===== src/rtl/debug_dump_sequencer.sv =====
// Streams PC, register file and a data-memory window LSB-first over the UART byte interface.
// Optional: define DEBUG_DUMP_STEP_COUNT_EN to append a dump step counter as the final word.
module debug_dump_sequencer #(
    parameter int DATA_WIDTH      = 32,
    parameter int DATA_WIDTH_UART = 8,
    parameter int NB_REGS         = 32,
    parameter int NB_MEM_WORDS    = 16,
    localparam int REG_AW = (NB_REGS > 1) ? $clog2(NB_REGS) : 1,
    localparam int MEM_AW = (NB_MEM_WORDS > 1) ? $clog2(NB_MEM_WORDS) : 1
) (
    input  logic                       i_clock,
    input  logic                       i_reset,
    input  logic                       i_dump_req,
    input  logic [DATA_WIDTH-1:0]      i_pc,
    output logic [REG_AW-1:0]          o_reg_addr,
    input  logic [DATA_WIDTH-1:0]      i_reg_data,
    output logic [MEM_AW-1:0]          o_mem_addr,
    input  logic [DATA_WIDTH-1:0]      i_mem_data,
    input  logic                       i_tx_available,
    input  logic                       i_tx_done,
    output logic                       o_tx_signal,
    output logic [DATA_WIDTH_UART-1:0] o_tx_byte,
    output logic                       o_busy,
    output logic                       o_dump_done
);

    localparam int BPW = DATA_WIDTH / DATA_WIDTH_UART;
`ifdef DEBUG_DUMP_STEP_COUNT_EN
    localparam int WORDS = 2 + NB_REGS + NB_MEM_WORDS;
`else
    localparam int WORDS = 1 + NB_REGS + NB_MEM_WORDS;
`endif
    localparam int WIDX_W = $clog2(WORDS);
    localparam int BIDX_W = (BPW > 1) ? $clog2(BPW) : 1;

    typedef enum logic [2:0] {
        S_IDLE,
        S_LOAD,
        S_CAPTURE,
        S_SEND,
        S_WAIT_TX,
        S_DONE
    } state_t;

    state_t                     state_q;
    logic [DATA_WIDTH-1:0]      pc_q;
    logic [DATA_WIDTH-1:0]      shift_q;
    logic [WIDX_W-1:0]          word_q;
    logic [BIDX_W-1:0]          byte_q;
    logic [REG_AW-1:0]          reg_addr_q;
    logic [MEM_AW-1:0]          mem_addr_q;
    logic                       tx_signal_q;
    logic [DATA_WIDTH_UART-1:0] tx_byte_q;
    logic                       busy_q;
    logic                       dump_done_q;
`ifdef DEBUG_DUMP_STEP_COUNT_EN
    logic [DATA_WIDTH-1:0]      step_q;
`endif

    int unsigned                word_cur;
    int unsigned                word_nxt;
    logic [REG_AW-1:0]          reg_addr_d;
    logic [MEM_AW-1:0]          mem_addr_d;

    // Addresses for the next word are registered on entry to LOAD so the
    // one-cycle read latency is satisfied by the time CAPTURE samples.
    always_comb begin
        word_cur   = 32'(word_q);
        word_nxt   = word_cur + 1;
        reg_addr_d = reg_addr_q;
        mem_addr_d = mem_addr_q;
        if (word_nxt >= 1 && word_nxt <= NB_REGS) begin
            reg_addr_d = REG_AW'(word_nxt - 1);
        end else if (word_nxt > NB_REGS && word_nxt <= NB_REGS + NB_MEM_WORDS) begin
            mem_addr_d = MEM_AW'(word_nxt - 1 - NB_REGS);
        end
    end

    always_ff @(posedge i_clock or negedge i_reset) begin
        if (!i_reset) begin
            state_q     <= S_IDLE;
            pc_q        <= '0;
            shift_q     <= '0;
            word_q      <= '0;
            byte_q      <= '0;
            reg_addr_q  <= '0;
            mem_addr_q  <= '0;
            tx_signal_q <= 1'b0;
            tx_byte_q   <= '0;
            busy_q      <= 1'b0;
            dump_done_q <= 1'b0;
`ifdef DEBUG_DUMP_STEP_COUNT_EN
            step_q      <= '0;
`endif
        end else begin
            case (state_q)
                S_IDLE: begin
                    busy_q <= 1'b0;
                    if (i_dump_req) begin
                        pc_q       <= i_pc;
                        word_q     <= '0;
                        byte_q     <= '0;
                        reg_addr_q <= '0;
                        mem_addr_q <= '0;
                        busy_q     <= 1'b1;
`ifdef DEBUG_DUMP_STEP_COUNT_EN
                        step_q     <= step_q + 1'b1;
`endif
                        state_q    <= S_LOAD;
                    end
                end
                S_LOAD: begin
                    state_q <= S_CAPTURE;
                end
                S_CAPTURE: begin
                    if (word_cur == 0) begin
                        shift_q <= pc_q;
                    end else if (word_cur <= NB_REGS) begin
                        shift_q <= i_reg_data;
`ifdef DEBUG_DUMP_STEP_COUNT_EN
                    end else if (word_cur <= NB_REGS + NB_MEM_WORDS) begin
                        shift_q <= i_mem_data;
                    end else begin
                        shift_q <= step_q;
                    end
`else
                    end else begin
                        shift_q <= i_mem_data;
                    end
`endif
                    state_q <= S_SEND;
                end
                S_SEND: begin
                    if (i_tx_available) begin
                        tx_signal_q <= 1'b1;
                        tx_byte_q   <= shift_q[DATA_WIDTH_UART-1:0];
                        state_q     <= S_WAIT_TX;
                    end
                end
                S_WAIT_TX: begin
                    tx_signal_q <= 1'b0;
                    if (i_tx_done) begin
                        if (byte_q == BIDX_W'(BPW - 1)) begin
                            byte_q <= '0;
                            if (word_q == WIDX_W'(WORDS - 1)) begin
                                dump_done_q <= 1'b1;
                                state_q     <= S_DONE;
                            end else begin
                                word_q     <= word_q + 1'b1;
                                reg_addr_q <= reg_addr_d;
                                mem_addr_q <= mem_addr_d;
                                state_q    <= S_LOAD;
                            end
                        end else begin
                            byte_q  <= byte_q + 1'b1;
                            shift_q <= shift_q >> DATA_WIDTH_UART;
                            state_q <= S_SEND;
                        end
                    end
                end
                S_DONE: begin
                    dump_done_q <= 1'b0;
                    busy_q      <= 1'b0;
                    state_q     <= S_IDLE;
                end
                default: begin
                    state_q <= S_IDLE;
                end
            endcase
        end
    end

    assign o_reg_addr  = reg_addr_q;
    assign o_mem_addr  = mem_addr_q;
    assign o_tx_signal = tx_signal_q;
    assign o_tx_byte   = tx_byte_q;
    assign o_busy      = busy_q;
    assign o_dump_done = dump_done_q;

endmodule

===== config.mk =====
export PLATFORM = sky130hd
export DESIGN_NAME = debug_dump_sequencer
export DESIGN_NICKNAME = d
export VERILOG_FILES = /design/src/rtl/debug_dump_sequencer.sv
export SDC_FILE = /design/constraint.sdc
export NUM_CORES = 1
export LEC_CHECK = 0
export ABC_AREA = 1
export BUFFER_PORTS_ARGS = -buffer_cell sky130_fd_sc_hd__buf_2
export CAP_MARGIN = 20
export CORE_MARGIN = 3
export CORE_UTILIZATION = 59
export CTS_CLUSTER_DIAMETER = 50
export CTS_CLUSTER_SIZE = 16
export DETAILED_ROUTE_END_ITERATION = 10
export GPL_TIMING_DRIVEN = 0
export HOLD_SLACK_MARGIN = 0.03
export PLACE_DENSITY = 0.86
export RECOVER_POWER = 100
export SYNTH_ARGS = -nofsm -noshare
export SYNTH_HDL_FRONTEND = slang
export SYNTH_SLANG_ARGS = --single-unit

===== constraint.sdc =====
create_clock -name i_clock -period 3.3 [get_ports i_clock]
set_input_delay 0.66 -clock i_clock [delete_from_list [all_inputs] [get_ports i_clock]]
set_output_delay 0.66 -clock i_clock [all_outputs]
set_load 0.03 [all_outputs]

# Word level (Yosys, flattened, before mapping)
# Cells that the tools add are included.
totals:
  input_bits: 101
  output_inout_bits: 20
  register_bits: 95
classes:
  add_sub_neg: 5
  reduce_logical: 19
  eq_ne: 17
  muxes: 41
  order_cmp: 5
op_table:
  columns: ["op", "count"]
  rows:
  - ["32-bit 2-to-1 mux", 4]
  - ["32-bit one-hot mux with 2 select lines", 1]
  - ["32-bit logical NOT", 1]
  - ["5-bit 2-to-1 mux", 5]
  - ["4-bit 2-to-1 mux", 6]
  - ["6-bit 2-to-1 mux", 4]
  - ["2-bit inequality test (second input constant)", 10]
  - ["3-bit 2-to-1 mux", 5]
  - ["3-bit one-hot mux with 5 select lines", 1]
  - ["7-bit by 6-bit <= comparator with 1-bit output (second input constant)", 2]
  - ["6-bit one-hot mux with 2 select lines", 1]
  - ["5-bit one-hot mux with 2 select lines", 1]
  - ["2-bit nonzero test", 5]
  - ["3-bit AND reduction", 3]
  - ["4-bit one-hot mux with 2 select lines", 1]
  - ["6-bit by 1-bit adder with 7-bit output (second input constant)", 1]
  - ["7-bit by 1-bit >= comparator with 1-bit output (second input constant)", 1]
  - ["7-bit by 6-bit greater-than comparator with 1-bit output (second input constant)", 1]
  - ["7-bit AND reduction", 1]
  - ["6-bit by 1-bit adder with 6-bit output (second input constant)", 1]
  - ["3-bit by 2-bit == test with 1-bit output (second input constant)", 2]
  - ["3-bit == test (second input constant)", 2]
  - ["6-bit == test (second input constant)", 1]
  - ["6-bit <= comparator (second input constant)", 1]
  - ["other kinds (15)", 26]

# Logic depth before layout (Yosys ltp)
# Gate-level depths: netlist of the first run.
depth:
  depth_word: 9
  ltp_mapped: 13

# Worst setup path before layout of the first run
# No wires, ideal clock.
synth_path:
  path_kind: "reg-to-reg"
  startpoint: "register word_q[0]"
  endpoint: "register shift_q[10]"
  stages_incl_launch_ff: 14
  setup_ns: 0.121
  path_buffers: 2
  required_time_ns: 3.179
  arrival_time_ns: 1.601
  slack_ns: 1.578
  path_cell_list: "dfrtp_1 > inv_2 > ha_1 > nand3_4 > inv_4 > nand2_8 > nand2_2 > buf_6 > buf_6 > nand2_2 > o211ai_2 > nand3_1 > nand2_1 > o21ai_2"
synth_between:
  elab_chain_len: 4
  word_cells_on_any_way: 5
synth_lines:
  columns: ["item", "line_no", "source"]
  rows:
  - ["from (decl)", "48", "logic [WIDX_W-1:0] word_q;"]
  - ["from (signal assigned)", "149", "word_q <= word_q + 1'b1;"]
  - ["6-bit <= comparator", "118", "end else if (word_cur <= NB_REGS) begin"]
  - ["32-bit 2-to-1 mux", "118", null]
  - ["32-bit 2-to-1 mux (*)", "116", "if (word_cur == 0) begin"]
  - ["32-bit one-hot mux with 2 select lines (*)", "96", "case (state_q)"]
  - ["to (signal assigned)", "117", "shift_q <= pc_q;"]
  - ["to (signal assigned)", "119", "shift_q <= i_reg_data;"]
  - ["to (signal assigned)", "128", "shift_q <= i_mem_data;"]
  - ["to (decl)", "47", "logic [DATA_WIDTH-1:0] shift_q;"]
# Mark *: on every way between the ends. The rest lies on a longest branch, timed or not.
# A chain may end at the register's enable or synchronous reset.

# Worst setup path after layout of the first run
layout_path:
  startpoint: "register state_q[1]"
  endpoint: "register shift_q[14]"
layout_between:
  elab_chain_len: 3
  word_cells_on_any_way: 7
layout_lines:
  columns: ["item", "line_no", "source"]
  rows:
  - ["from (decl)", "45", "state_t state_q;"]
  - ["from (signal assigned)", "81", "state_q <= S_IDLE;"]
  - ["from (signal assigned)", "109", "state_q <= S_LOAD;"]
  - ["from (signal assigned)", "113", "state_q <= S_CAPTURE;"]
  - ["3-bit == test or 3-bit by 2-bit == test with 1-bit output (tied branches)", "96", null]
  - ["2-bit inequality test (no source line) or 2-bit nonzero test (tied branches)", null, null]
  - ["3-bit AND reduction (no source line)", null, null]
# Parallel ways exist; a longest one is shown, timed or not.

==> impl_metrics.toml, run 1 <==
[critical_path]
cp_common_cell = "o21ai_0"
crit_path_end_kind = "flop"
timing.rr.end = "shift_q[14]$_DFFE_PN0P_"
r2r-start = "state_q[1]$_DFFE_PN0P_"
critPathLaunchType = "flop"
crit_start = "state_q[1]$_DFFE_PN0P_"
crit_slowest_cell = "dfrtp_1"
r2r_slack_ns = 0.82
path_class = "flop to flop"
worstPathRequired_ns = 3.60
arrival_ns = 2.78
crit_path_cell_trace = "nor2_1, nand2_4, clkinvlp_2, nand2_1, o21ai_0, clkinv_1, clkbuf_1, o21ai_0"
path_max_fanout = 10
ff2ff_path_depth = 8
slowest_delay_ns = 0.42

[die]
io_pins = 121
start_util_pct = 62.2
dieArea_mm2 = 0.0100
die_h_um = 100
core_area_mm2 = 0.00842
die_w_um = 100
fp-row-count = 33

[power_and_ir_drop]
peakVddDrop_mv = 0.387
p_leak_uw = 0.00317
p_per_area_mw_per_mm2 = 811

[clock_network]
cts_resized = 0
clock_path_buffers = 2
clock-sinks = 95
cts_tree = "built"
postCtsSetupRepairBufs = 0
cts_made_buffers = 9
hold_buffers = 0
cts_htree_levels = 3
clock_latency_ns = 0.37
clkTransAtPathRegs_ns = 0.10
cts-root-buf = "clkbuf_8"

[place]
numPortBuffers = 120
dp_hpwl_um = 9820
gp_congestion = 0.907
place_inst = 824
place_area_mm2 = 0.00600

[outcome]
outcome = "complete, no violations"

[yosys]
synth_common_cells = "nand2_1 (125), dfrtp_1 (95), inv_1 (75), nand3_1 (54), mux2_2 (32)"
syn_area_mm2 = 0.00524
syn-num-nets = 702
synth.most_common_cell = "nand2_1"
synth.yosys.seq_area_share_pct = 45.4
synth_area_per_cell_um2 = 8.76
syn_inst = 598
synth_edf_count = 0
ys.flop_type = "dfrtp_1"
yosys_register_bits = 95
synth.top_cell.area_share_pct = 45.4
yosysTopAreaCell = "dfrtp_1"
synth_area_leaders = "dfrtp_1 (45%), nand2_1 (9.0%), mux2_2 (6.9%)"
yosys_warnings = 0
synthDistinctLibCells = 37
async_reset_ff_share_pct = 100

[timing]
max_slew_margin_pct = 15.0
skew_ns = 0.0112
clock.fmax_mhz = 403
hold_ws_ns = 0.258
fin_setup_tns_ns = 0
drv_slew = 0
max_slew.worst_pin.slew_ns = 1.28
fin_crit_sh_pct = 75.2
rsz0062_at_grt = "false"
post-route-min-period_ns = 2.48
setup_viol_count_final = 0
hold_viol = 0

[global_routing]
antenna_found_initial = 0
grt_pass1_vias = 4569
grt-ovfl-total = 0
grt_max_degree = 54
track_usage_pct = 27.0
grt_pass1_wl_um = 21700

[cells_and_area]
stdcell_count = 840
area_growth_pct = 15.6
drive_above_1_share_pct = 29.9
finalNetCount = 834
n_antenna_cell = 0
final_core_util_pct = 71.9
finalInstanceArea_mm2 = 0.00606

[detailed_routing]
via_per_inst = 5.58
firstDrtPassIters = 5
drt-met1-wl_um = 5510
ant_nets = 0
wl_per_cell_um = 15.5
wl_met2_um = 6410
wl_met3_um = 823
drt_wl_total_um = 13000
drt-initial-drc-count = 231
vias = 4684
top_layer = "met4"
drc_errors = 0

[job]
drv_cap = 0

[hold_path]
hold_class = "input pin to asynchronous set/reset pin"
sequential cells by signal, summed over array words and instances (netlist names):
name	count
word_q	6
o_tx_signal	1
pc_q	32
byte_q	2
o_reg_addr	5
o_dump_done	1
o_busy	1
o_tx_byte	8
shift_q	32
o_mem_addr	4
state_q	3
cell type report:
| type | instances | area (µm²) |
|---|---|---|
| repair buffers | 121 | 583 |
| flip-flops and latches | 95 | 2380 |
| inverters | 84 | 324 |
| plain buffers | 31 | 181 |
| well taps | 105 | 131 |
| fillers | 665 | 2370 |
| clock buffers | 10 | 138 |
| clock inverters | 6 | 50.0 |
| multi-input cells | 388 | 2270 |
cell families after synthesis:
| logic type | Yosys count | share of synthesized area, % |
|---|---|---|
| multiplexers | 32 | 6.88 |
| AND/OR/NAND/NOR | 229 | 20.4 |
| adder cells (fa/ha/maj) | 3 | 0.717 |
| flip-flops | 95 | 45.4 |
| AO/OA/AOI/OAI | 124 | 16.6 |
| buffers and inverters | 115 | 9.94 |
cells in the final DEF, fill, tap and decap left out, drive strengths merged:
cell type / synthesis / layout
buf: 26 / 120
clkinv: 1 / 2
nand3b: 1 / 1
o211ai: 31 / 31
dfrtp: 95 / 95
nand3: 57 / 57
o21ai: 57 / 57
clkbuf: 5 / 42
a31oi: 1 / 1
o21a: 1 / 1
nor3: 2 / 2
o22ai: 4 / 4
clkinvlp: 0 / 3
and3: 2 / 2
ha: 3 / 3
inv: 83 / 85
o21bai: 1 / 1
nand2: 145 / 145
nor2: 14 / 14
mux2: 32 / 32
nand4: 8 / 8
a21oi: 29 / 29
where the power goes:
| group | switching, µW | leakage (µW) | internal [µW] | total [µW] |
|---|---|---|---|---|
| Clock | 446 | 0.0000903 | 306 | 751 |
| Sequential | 233 | 0.00119 | 1650 | 1880 |
| Combinational | 1410 | 0.00189 | 871 | 2280 |
| Total | 2090 | 0.00317 | 2830 | 4920 |
critical path: cells and delay by family, from the launching register on:
| kind | cells | cell delay, ns |
|---|---|---|
| buf+inv | 3 | 0.90 |
| simple gates | 3 | 0.55 |
| compound gates | 2 | 0.54 |
| flops | 1 | 0.42 |
how the worst max path moves through the flow:
stage,end,slack (ns)
after floorplan,shift_q[10]$_DFFE_PN0P_,1.58
after global placement,o_tx_byte[6]$_DFFE_PN0P_,0.73
after detailed placement,shift_q[13]$_DFFE_PN0P_,1.29
after CTS,shift_q[13]$_DFFE_PN0P_,1.27
after global routing,shift_q[26]$_DFFE_PN0P_,0.55
final,shift_q[14]$_DFFE_PN0P_,0.82
per-layer routing:
layer  up-vias  global-route usage [%]
li1       2241                       -
met4         0                    10.2
met5         -                       0
met3        27                    3.75
met2       163                    43.9
met1      2253                    37.0
stage by stage:
stage	setup WS, ns	power (µW)
after floorplan	1.58	3680
after global placement	0.727	4180
after detailed placement	1.29	4320
after CTS	1.27	5080
after global routing	0.548	5300
final	0.818	4920
No activity file was read; power rests on OpenSTA's default activity.
==> run 2, diff against run 1 <==
CORE_UTILIZATION = 49   (was 59)
PLACE_DENSITY = 0.77   (was 0.86)
clock period = 2 ns   (was 3.3 ns; I/O delays follow)
==> run 2 against run 1 <==
Compared with the run above:
- global-route usage is 5.4 points lower
- power grew 72%
- critical path type unchanged
- count of clock-buffer cells in the layout is 1 lower
==> impl_metrics.toml, run 2 (synthesis results as in run 1) <==
[outcome]
outcome = "complete, no violations"

[detailed_routing]
firstDrtPassIters = 4
vias = 4568
drt_wl_total_um = 12800
ant_nets = 0
via_per_inst = 5.22
drc_errors = 0
wl_per_cell_um = 14.7
drt-initial-drc-count = 258

[clock_network]
clock-sinks = 95
cts_tree = "built"
clock_latency_ns = 0.37
clock_path_buffers = 2
cts_htree_levels = 3
cts_made_buffers = 9
cts-root-buf = "clkbuf_8"
clkTransAtPathRegs_ns = 0.10

[cells_and_area]
drive_above_1_share_pct = 32.9
stdcell_count = 875
layout_common_cells = "nand2_1 (127), buf_2 (112), dfrtp_1 (93), inv_1 (76), nand3_1 (53)"
n_antenna_cell = 0
area_growth_pct = 19.1
final_common_cell = "nand2_1"
fillers = 956
finalNetCount = 838

[global_routing]
met1_usage_pct = 30.1
grt_pass1_vias = 4340
grt_most_used_layer = "met2"
antenna_found_initial = 0
use_met2_pct = 35.2
met3_usage_pct = 3.99
track_usage_pct = 21.6
grt_max_degree = 69
grt_pass1_wl_um = 20400
grt-ovfl-total = 0

[power_and_ir_drop]
p_leak_uw = 0.00324
peakVddDrop_mv = 0.662
power_uw = 8450
p_per_area_mw_per_mm2 = 1360

[critical_path]
critPathLaunchType = "flop"
crit_path_end_kind = "flop"
path_max_fanout = 10
worstPathRequired_ns = 2.25
arrival_ns = 2.16
path_class = "flop to flop"

[die]
core_area_mm2 = 0.0104
die_w_um = 109
start_util_pct = 50.5
io_pins = 121
die_h_um = 109
fp-row-count = 37
dieArea_mm2 = 0.0120

[timing]
hold_viol = 0
max_slew.worst_pin.slew_ns = 0.654
clock.fmax_mhz = 524
setup_viol_count_final = 0
drv_slew = 0
fin_crit_sh_pct = 95.5
skew_ns = 0.0133
post-route-min-period_ns = 1.91
max_slew_margin_pct = 56.4

[place]
dp_hpwl_um = 9830
gp_congestion = 0.870
place_inst = 855
numPortBuffers = 120

[hold_path]
hold_class = "input pin to flop"

[job]
drv_cap = 0
-- run 2: cell types whose count changed in the layout (fill, tap and decap cells not counted), moves of 5 or more --
cell	delta
clkbuf_1	-5
o21ai_1	+6
o21ai_2	+7
o21ai_0	-14
-- run 2: worst paths after layout --
| kind | startpoint | to | slack (ns) | cells past startpoint |
|---|---|---|---|---|
| worst max-delay path | word_q[1]$_DFFE_PN0P_ | shift_q[15]$_DFFE_PN0P_ | 0.09 | 13 |
| worst min-delay path | i_pc[18] | pc_q[18]$_DFFE_PN0P_ | 0.26 | 2 |
| worst max register to register | word_q[1]$_DFFE_PN0P_ | shift_q[15]$_DFFE_PN0P_ | 0.09 | 13 |
| worst min register to register | o_mem_addr[0]$_DFFE_PN0P_ | o_mem_addr[0]$_DFFE_PN0P_ | 0.48 | 2 |
| max in group asynchronous | i_reset | word_q[1]$_DFFE_PN0P_ | 0.37 | 3 |
| min in group asynchronous | i_reset | o_tx_byte[6]$_DFFE_PN0P_ | 0.59 | 2 |
-- run 2: layout make-up --
class | instances | area, µm² | area share (%)
buffer | 31 | 191 | 3.07
clock buffer | 9 | 124 | 1.99
clock inverter | 7 | 97.6 | 1.56
inverter | 84 | 325 | 5.22
multi-input combinational | 388 | 2330 | 37.4
sequential | 95 | 2380 | 38.2
tap | 136 | 170 | 2.73
timing repair buffer | 125 | 619 | 9.93
-- run 2: what timing repair did --
action                     4_1_cts  5_1_grt
gates resized for setup          2       11
hold buffers                     1        0
setup buffers                    1        2
setup endpoints to repair       12       26
hold endpoints to repair        27        0
pin swaps                        0        2
-- run 2: metrics by stage --
step	setup TNS (ns)	instance area, µm²	hold WS, ns	setup WS, ns	utilization, %
3_5_place_dp	-0.103	6040	0.339	-0.0547	58.2
2_1_floorplan	0	5240	0.104	0.278	-
4_1_cts	0	6280	0.254	0.00428	60.6
6_report	0	6240	0.264	0.0908	60.1
3_3_place_gp	-32.21	6010	0.453	-0.346	58.0
5_1_grt	-0.00938	6240	0.255	-0.00938	60.1
-- run 2: routing by layer --
layer	wire length [µm]	share of wire [%]
met1	5760	45
met2	6230	49
met3	717	5.6
met4	125	0.97
met5	0	0
-- run 2: power breakdown --
group | total (µW) | switching, µW | internal, µW
Sequential | 3090 | 371 | 2720
Clock | 1390 | 681 | 706
Combinational | 3970 | 2400 | 1570
Total | 8450 | 3450 | 5000
-- run 2: critical path: stages (launching register included) --
cell	delay (ns)
dfrtp_2	0.41
inv_1	0.11
ha_4	0.16
nand3_4	0.09
inv_4	0.09
nand2_8	0.07
nand2_2	0.09
buf_6	0.16
buf_6	0.18
nand2_2	0.06
o211ai_2	0.06
nand3_1	0.12
nand2_1	0.12
o21ai_2	0.06
==> run 3, diff against run 2 <==
CAP_MARGIN = not set   (was 20)
REMOVE_ABC_BUFFERS = 1   (was not set)
==> run 3 against run 2 <==
Compared with the run above:
- sequential share of layout area is 0.12 points lower
- largest power group unchanged
- highest routed layer unchanged
- maximum frequency is 0.72% lower
- combinational power is 8.8% higher
- sequential power hardly changed
- hold slack worse by 0.068 ns
- flip-flop and latch count stayed put
- wire length is 14% higher
- clock power is 17% lower
==> impl_metrics.toml, run 3 (synthesis results as in run 1) <==
[critical_path]
path_max_fanout = 36
crit_family = "simple AND/OR/NAND/NOR gates"
path_class = "flop to flop"
arrival_ns = 2.16
worstPathRequired_ns = 2.24
critPathLaunchType = "flop"
path_buf_inv = 2
crit_slowest_cell = "dfrtp_1"
slowest_delay_ns = 0.44
crit_path_cell_trace = "nor2_4, nand2_8, inv_16, nand2_2, o21ai_4, buf_12, a21oi_1, nand2_1, o21ai_2"
crit_path_end_kind = "flop"

[timing]
skew_ns = 0.00824
drv_slew = 0
clock.fmax_mhz = 520
setup_viol_count_final = 0
worst_slack_ns = 0.0770
max_slew.worst_pin.slew_ns = 0.999
hold_viol = 0
post-route-min-period_ns = 1.92
fin_crit_sh_pct = 96.1
max_slew_margin_pct = 33.4

[cells_and_area]
n_antenna_cell = 0
area_growth_pct = 19.7
finalInstanceArea_mm2 = 0.00627
finalNetCount = 820
layout_common_cells = "nand2_1 (124), buf_2 (99), dfrtp_1 (91), inv_1 (72), nand3_1 (54)"
drive_above_1_share_pct = 33.9
final_core_util_pct = 60.5
final_common_cell = "nand2_1"

[job]
drv_cap = 0

[die]
dieArea_mm2 = 0.0120
die_w_um = 109
start_util_pct = 50.5
die_h_um = 109
fp-row-count = 37
io_pins = 121
core_area_mm2 = 0.0104

[detailed_routing]
firstDrtPassIters = 5
drc_errors = 0
wl_per_cell_um = 17.1
ant_nets = 0
vias = 4686
drt-initial-drc-count = 275
drt_wl_total_um = 14700
via_per_inst = 5.48

[global_routing]
grt_max_degree = 57
track_usage_pct = 23.0
antenna_found_initial = 0
grt_pass1_vias = 4324
grt-ovfl-total = 0
grt_pass1_wl_um = 21300

[clock_network]
cts-root-buf = "clkbuf_8"
clock-sinks = 95
hold_buffers = 0
cts_made_buffers = 9
cts_tree = "built"
clock_latency_ns = 0.36
clock_path_buffers = 2
cts_htree_levels = 3
clkTransAtPathRegs_ns = 0.09

[outcome]
outcome = "complete, no violations"

[hold_path]
hold_class = "input pin to asynchronous set/reset pin"

[power_and_ir_drop]
p_leak_uw = 0.00319
p_per_area_mw_per_mm2 = 1370
peakVddDrop_mv = 0.711

[place]
dp_hpwl_um = 8560
gp_congestion = 0.865
preCtsSetupSlack_ns = -1.24
place_area_mm2 = 0.00584
numPortBuffers = 120
run 3: per-stage QoR:
step	cells	total power [µW]	hold slack (ns)	TNS (ns)
3_3_place_gp	823	6770	0.454	-69.64
3_5_place_dp	824	6950	0.417	-38.07
4_1_cts	844	8370	0.0303	-0.0531
2_1_floorplan	567	5920	0.104	-10.34
5_1_grt	855	9210	0.255	-0.0127
6_report	855	8580	0.196	0
run 3: worst paths after layout:
path | cells after the start | to | start | slack (ns)
worst max-delay path | 9 | shift_q[12]$_DFFE_PN0P_ | state_q[0]$_DFFE_PN0P_ | 0.08
worst min-delay path | 1 | o_tx_byte[0]$_DFFE_PN0P_ | i_reset | 0.20
worst max register to register | 9 | shift_q[12]$_DFFE_PN0P_ | state_q[0]$_DFFE_PN0P_ | 0.08
worst min register to register | 2 | o_reg_addr[2]$_DFFE_PN0P_ | o_reg_addr[2]$_DFFE_PN0P_ | 0.48
max in group asynchronous | 2 | state_q[2]$_DFFE_PN0P_ | i_reset | 0.36
min in group i_clock | 2 | pc_q[14]$_DFFE_PN0P_ | i_pc[14] | 0.27
run 3: power breakdown:
part / switching (µW) / leakage (µW) / internal, µW
Clock: 653 / 0.0000833 / 505
Sequential: 375 / 0.00118 / 2720
Combinational: 2700 / 0.00192 / 1620
run 3: routing by layer:
layer | share of wire, % | vias up | global-route usage [%]
li1 | - | 2227 | -
met1 | 43 | 2247 | 31.0
met2 | 48 | 189 | 37.8
met3 | 6.9 | 23 | 2.88
met4 | 2.2 | 0 | 8.99
met5 | 0 | - | 0
run 3: final cells by class:
type | instances | area (µm²)
clock inverter | 3 | 20.0
sequential | 95 | 2380
inverter | 84 | 368
tap | 136 | 170
timing repair buffer | 129 | 656
fill | 949 | 4100
clock buffer | 11 | 151
multi-input combinational | 397 | 2520
run 3: worst reg2reg max path, cell delays in order, from the launching register on:
cell and delay, ns:
dfrtp_1 0.44, nor2_4 0.25, nand2_8 0.19, inv_16 0.20, nand2_2 0.19, o21ai_4 0.16, buf_12 0.18, a21oi_1 0.06
nand2_1 0.09, o21ai_2 0.06
run 3: repair_timing:
action / CTS / global route
pin swaps: 1 / 4
gates cloned: 5 / 4
resized for setup: 19 / 14
buffers inserted: 1 / 7
setup endpoints to repair: 51 / 48
